File: config.mk
export PLATFORM = sky130hd
export DESIGN_NAME = cake_spawn_rng
export DESIGN_NICKNAME = d
export VERILOG_FILES = /design/src/rtl/cake_pkg.sv /design/src/rtl/lfsr16_galois.sv /design/src/rtl/cake_spawn_rng.sv
export SDC_FILE = /design/constraint.sdc
export NUM_CORES = 1
export LEC_CHECK = 0
export BUFFER_PORTS_ARGS = -buffer_cell sky130_fd_sc_hd__buf_2
export CAP_MARGIN = 20
export CORE_AREA = 2 2 83 101
export DETAILED_ROUTE_END_ITERATION = 6
export DIE_AREA = 0 0 85 103
export SYNTH_ARGS = -nofsm -noshare
export SYNTH_HDL_FRONTEND = slang
export SYNTH_SLANG_ARGS = --single-unit
export TNS_END_PERCENT = 10
File: constraint.sdc
create_clock -name clock -period 2.4 [get_ports clock]
set_input_delay 0.12 -clock clock [delete_from_list [all_inputs] [get_ports clock]]
set_output_delay 0.12 -clock clock [all_outputs]
set_load 0.02 [all_outputs]
File: src/rtl/cake_pkg.sv
// Shared constants, state encoding and LFSR step function for the cake game blocks.
package cake_pkg;

    localparam logic [15:0] LFSR_MASK    = 16'hB400;
    localparam logic [15:0] DEFAULT_SEED = 16'hACE1;
    localparam int          SCREEN_W     = 160;
    localparam int          SCREEN_H     = 120;
    localparam int          COLOR_W      = 3;

    // Spawn FSM encoding, kept as plain constants so older blocks can share it.
    typedef logic [1:0] state_t;
    localparam logic [1:0] IDLE = 2'd0;
    localparam logic [1:0] DRAW = 2'd1;
    localparam logic [1:0] HOLD = 2'd2;

    // One right-shift Galois step; the mask is applied when the bit shifted out is 1.
    function automatic logic [15:0] lfsr_next(input logic [15:0] value);
        return (value >> 1) ^ (value[0] ? LFSR_MASK : 16'h0000);
    endfunction

endpackage

File: src/rtl/lfsr16_galois.sv
// 16-bit Galois LFSR with synchronous load; reusable by any randomised block.
module lfsr16_galois
    import cake_pkg::*;
#(
    parameter logic [15:0] SEED = DEFAULT_SEED
) (
    input  logic        clock,
    input  logic        resetn,
    input  logic        enable,
    input  logic        load,
    input  logic [15:0] load_val,
    output logic [15:0] state
);

    // Load beats stepping so a new seed lands even while the generator is frozen.
    always_ff @(posedge clock or negedge resetn) begin
        if (!resetn) begin
            state <= SEED;
        end else if (load) begin
            state <= load_val;
        end else if (enable) begin
            state <= lfsr_next(state);
        end
    end

endmodule

File: src/rtl/cake_spawn_rng.sv
// Spawn source for falling cakes: timer/manual events trigger a draw of colour and
// column from the LFSR, and the result is held behind a valid/ready handshake.
module cake_spawn_rng
    import cake_pkg::*;
#(
    parameter logic [15:0] SEED         = DEFAULT_SEED,
    parameter int          SPAWN_PERIOD = 25,
    parameter int          X_MAX        = SCREEN_W - 1,
    parameter int          MAX_TRIES    = 3
) (
    input  logic               clock,
    input  logic               resetn,
    input  logic               enable,
    input  logic               seed_load,
    input  logic [15:0]        seed_in,
    input  logic               spawn_req,
    input  logic               out_ready,
    output logic               out_valid,
    output logic [COLOR_W-1:0] rand_num,
    output logic [7:0]         x_pos,
    output logic               busy
);

    localparam int                  TIMER_W      = $clog2(SPAWN_PERIOD);
    localparam logic [TIMER_W-1:0]  TIMER_RELOAD = TIMER_W'(SPAWN_PERIOD - 1);
    localparam int                  TRY_W        = (MAX_TRIES > 1) ? $clog2(MAX_TRIES) : 1;
    localparam logic [TRY_W-1:0]    LAST_TRY     = TRY_W'(MAX_TRIES - 1);
    localparam logic [7:0]          X_LIMIT      = 8'(X_MAX);
    localparam logic [7:0]          X_WRAP       = 8'(X_MAX + 1);

    logic [15:0]        lfsr;
    logic [15:0]        seed_val;
    logic [TIMER_W-1:0] timer;
    logic [TRY_W-1:0]   try_cnt;
    state_t             state;
    logic               pending;
    logic               timer_hit;
    logic               spawn_event;
    logic               idle_start;
    logic [7:0]         cand;
    logic               cand_ok;
    logic               draw_done;
    logic               unused_lfsr_bits;

    // A zero seed would lock the LFSR, so it is replaced by the default seed.
    assign seed_val = (seed_in == 16'h0000) ? SEED : seed_in;

    lfsr16_galois #(.SEED(SEED)) u_lfsr (
        .clock    (clock),
        .resetn   (resetn),
        .enable   (enable),
        .load     (seed_load),
        .load_val (seed_val),
        .state    (lfsr)
    );

    assign timer_hit        = enable && (timer == '0);
    assign spawn_event      = spawn_req || timer_hit;
    assign idle_start       = (state == IDLE) && (spawn_event || pending);
    assign cand             = lfsr[15:8];
    assign cand_ok          = (cand <= X_LIMIT);
    assign draw_done        = (state == DRAW) && (cand_ok || (try_cnt == LAST_TRY));
    assign busy             = (state == DRAW) || (state == HOLD);
    assign unused_lfsr_bits = ^lfsr[7:3];

    // Spawn interval countdown; restarts on expiry and whenever a fresh draw begins from idle.
    always_ff @(posedge clock or negedge resetn) begin
        if (!resetn) begin
            timer <= TIMER_RELOAD;
        end else if (idle_start || timer_hit) begin
            timer <= TIMER_RELOAD;
        end else if (enable) begin
            timer <= timer - 1'b1;
        end
    end

    // Spawn FSM: draw with bounded retries, then hold the result until the consumer takes it.
    always_ff @(posedge clock or negedge resetn) begin
        if (!resetn) begin
            state     <= IDLE;
            pending   <= 1'b0;
            try_cnt   <= '0;
            out_valid <= 1'b0;
            rand_num  <= '0;
            x_pos     <= '0;
        end else begin
            case (state)
                IDLE: begin
                    if (spawn_event || pending) begin
                        state   <= DRAW;
                        pending <= 1'b0;
                        try_cnt <= '0;
                    end
                end
                DRAW: begin
                    if (spawn_event) begin
                        pending <= 1'b1;
                    end
                    if (draw_done) begin
                        rand_num  <= lfsr[COLOR_W-1:0];
                        x_pos     <= cand_ok ? cand : (cand - X_WRAP);
                        out_valid <= 1'b1;
                        try_cnt   <= '0;
                        state     <= HOLD;
                    end else begin
                        try_cnt <= try_cnt + 1'b1;
                    end
                end
                HOLD: begin
                    if (out_valid && out_ready) begin
                        out_valid <= 1'b0;
                        if (pending) begin
                            state   <= DRAW;
                            pending <= 1'b0;
                        end else begin
                            state   <= IDLE;
                            pending <= spawn_event;
                        end
                    end else if (spawn_event) begin
                        pending <= 1'b1;
                    end
                end
                default: begin
                    state <= IDLE;
                end
            endcase
        end
    end

endmodule

==> results.sh <==
export IMPL_top_layer_used="met4"
export IMPL_start_util=0.243
export IMPL_io_pins=35
export IMPL_min_period_ns=1.79
export IMPL_cts_root_buf="clkbuf_8"
export IMPL_synthFlopType="dfrtp_1"
export IMPL_synth_area_sq_mm=0.00192
export IMPL_core_area_sq_mm=0.00788
export IMPL_syn_inst=171
export IMPL_overflow=0
export IMPL_drt_iter0_drc=45
export IMPL_startpoint_type="register"
export IMPL_nNetsFinal=236
export IMPL_rsz0062_at_grt="false"
export IMPL_synthSimpleGateAreaFrac=0.106
export IMPL_yosys_register_bits=38
export IMPL_final_hold_viol_count=0
export IMPL_drt_total_wl_um=3850
export IMPL_synth_mux_area_frac=0.148
export IMPL_arrival_ns=1.95
export IMPL_grt_first_pass_wirelength_um=6640
export IMPL_layout_drive_gt1_share=0.372
export IMPL_crit_type="register to register"
export IMPL_hold_start="seed_in[3]"
export IMPL_ant_nets=0
export IMPL_critical_path_endpoint_type="register"
export IMPL_rrSetupSlack_ns=0.61
export IMPL_worstPathRequired_ns=2.57
export IMPL_vias_per_cell=4.49
export IMPL_synthArstFlopShare=1.00
export IMPL_synth_compound_area_share=0.128
export IMPL_ys_warn_count=0
export IMPL_firstDrtPassIters=4
export IMPL_syn_num_nets=201
export IMPL_synth_xor_area_share=0.0274
export IMPL_placed_cells=293
export IMPL_antenna_found_initial=0
export IMPL_synth_seq_area_share=0.502
export IMPL_grt_max_degree=39
export IMPL_antenna_cells=0
export IMPL_clk_latency_ns=0.28
export IMPL_place_congestion=0.723
export IMPL_synth_avg_cell_area_sq_um=11.2
export IMPL_powerDensity_mw_per_mm2=1040
export IMPL_slew_viol_final=0
export IMPL_layout_worst_path_cycle_share=0.744
export IMPL_cts_tree="done"
export IMPL_slew_headroom=0.451
export IMPL_stdcell_count=302
export IMPL_setup_violations_final=0
export IMPL_portBuffers=34
export IMPL_whs_ns=0.0605
export IMPL_vdd_drop_max_v=0.000487
export IMPL_wl_per_cell_um=12.7
export IMPL_cts_setup_buffers=0
export IMPL_reg2reg_depth=5
export IMPL_ys_types=36
export IMPL_fin_setup_tns_ns=0
export IMPL_drcViolationCount=0
export IMPL_reg2reg_to="x_pos[3]$_DFFE_PN0P_"
export IMPL_wl_met3_um=141
export IMPL_synth_top_family_by_area="multiplexers"
export IMPL_rows=36
export IMPL_die_w_um=85
export IMPL_routed_wl_met2_um=1920
export IMPL_die_height_um=103
export IMPL_m1WireLength_um=1740
export IMPL_vias=1357
export IMPL_synth_edff_count=0
export IMPL_crit_fanout=14
export IMPL_drv_cap=0
export IMPL_hpwl_um=2890
export IMPL_grt_pass1_vias=1379
export IMPL_synth_fa_ha_area_frac=0.0522
export IMPL_power_leakage_nw=1.04
export IMPL_cts_htree_levels=2
export IMPL_min_to="u_lfsr.state[3]$_DFFE_PN0P_"
export IMPL_r2r_start="try_cnt[0]$_DFFE_PN0P_"
export IMPL_cts_made_buffers=5
export IMPL_die_area_sq_mm=0.00876
export IMPL_holdCritPathClass="primary input to register"
export IMPL_path_clk_slew_ns=0.07
export IMPL_clk_path_buf_depth=2
export IMPL_tightest_slew_ns=0.823
export IMPL_finClkSkew_ns=0.00726
export IMPL_hold_depth=3
export IMPL_track_usage=0.0953
export IMPL_synthToLayoutAreaGrowth_pct=18.6
export IMPL_status="finished, final reports clean"
export IMPL_fmax_mhz=560
export IMPL_clock_sinks=38
placed cells by master, fill, tap and decap left out, types with 2 or more instances in the layout:
master / netlist / final
a21oi_1: 4 / 4
dfrtp_1: 28 / 28
nor2_2: 2 / 2
mux2_2: 17 / 17
a211oi_1: 2 / 2
nor4_1: 4 / 4
xnor2_1: 5 / 5
clkbuf_8: 0 / 6
a21o_1: 3 / 3
nand2_1: 18 / 18
o21ai_0: 13 / 13
o22a_1: 8 / 8
ha_1: 8 / 8
dfstp_2: 10 / 10
nor2_1: 9 / 9
mux2i_1: 7 / 7
buf_2: 2 / 34
mux2_1: 2 / 2
inv_1: 8 / 8
cells by family (layout without fill, tap and decap cells):
kind of cell | count (synthesis) | after routing
simple gates | 41 | 41
compound gates | 36 | 36
xor+xnor | 6 | 6
mux | 26 | 26
flops | 38 | 38
buf+inv | 16 | 52
fa+ha+maj | 8 | 8
flip-flops by register name, indices dropped and copies added, names as in the netlist:
register / count
out_valid: 1
pending: 1
rand_num: 3
state: 2
timer: 5
try_cnt: 2
u_lfsr.state: 16
x_pos: 8
through the flow:
stage	area (sq um)	setup slack (ns)	util	total power, mW
after floorplan	1920	0.741	-	1.68
after global placement	2180	0.647	0.276	1.94
after detailed placement	2180	0.607	0.276	1.97
after CTS	2280	0.580	0.289	2.42
after global routing	2280	0.484	0.289	2.57
final	2280	0.614	0.289	2.38
final cells by class:
class | count | area [sq um]
fill | 812 | 5610
sequential | 38 | 963
multi-input combinational | 117 | 886
timing repair buffer | 36 | 188
tap | 95 | 119
clock buffer | 7 | 86.3
inverter | 8 | 30.0
clock inverter | 1 | 5.00
repair_timing:
| action | CTS | global route |
|---|---|---|
| setup endpoints to repair | 0 | 0 |
| hold buffers | 1 | 0 |
| resized for setup | 0 | 0 |
| hold endpoints to repair | 28 | 0 |
critical path: stages, from the launching register on:
cell and delay [ns]:
dfrtp_1 0.36, inv_1 0.05, ha_1 0.18, nand2b_2 0.18, o21ai_2 0.49, mux2_2 0.40
worst max path at each step:
stage | from | to | slack (ns) | cells after the start
after floorplan | try_cnt[0]$_DFFE_PN0P_ | state[0]$_DFFE_PN0P_ | 0.74 | 6
after global placement | try_cnt[0]$_DFFE_PN0P_ | rand_num[1]$_DFFE_PN0P_ | 0.65 | 5
after detailed placement | try_cnt[0]$_DFFE_PN0P_ | rand_num[1]$_DFFE_PN0P_ | 0.61 | 5
after CTS | try_cnt[0]$_DFFE_PN0P_ | rand_num[0]$_DFFE_PN0P_ | 0.58 | 5
after global routing | try_cnt[0]$_DFFE_PN0P_ | x_pos[3]$_DFFE_PN0P_ | 0.48 | 5
final | try_cnt[0]$_DFFE_PN0P_ | x_pos[3]$_DFFE_PN0P_ | 0.61 | 5
synth_stat cells, types with 3 or more instances:
master    number  area share
dfrtp_1       28        0.37
nand2_1       18       0.035
mux2_2        17        0.10
o21ai_0       13       0.034
dfstp_2       10        0.14
nor2_1         9       0.018
ha_1           8       0.052
inv_1          8       0.016
o22a_1         8       0.037
mux2i_1        7       0.037
xnor2_1        5       0.023
a21oi_1        4       0.010
nor4_1         4       0.013
a21o_1         3       0.012
clkbuf_1       3      0.0059
per-layer routing:
| metal | global-route usage | up-vias |
|---|---|---|
| met1 | 0.115 | 654 |
| met2 | 0.168 | 27 |
| met4 | 0.0330 | 0 |
| li1 | - | 672 |
| met3 | 0.0216 | 4 |
| met5 | 0 | - |
power by group:
group / switching, mW / leakage (nW) / internal (mW)
clock: 0.212 / 0.0482 / 0.232
combinational: 0.498 / 0.539 / 0.422
sequential: 0.148 / 0.449 / 0.865
total: 0.858 / 1.04 / 1.52
Note: power is estimated with default switching activity, not from simulation.
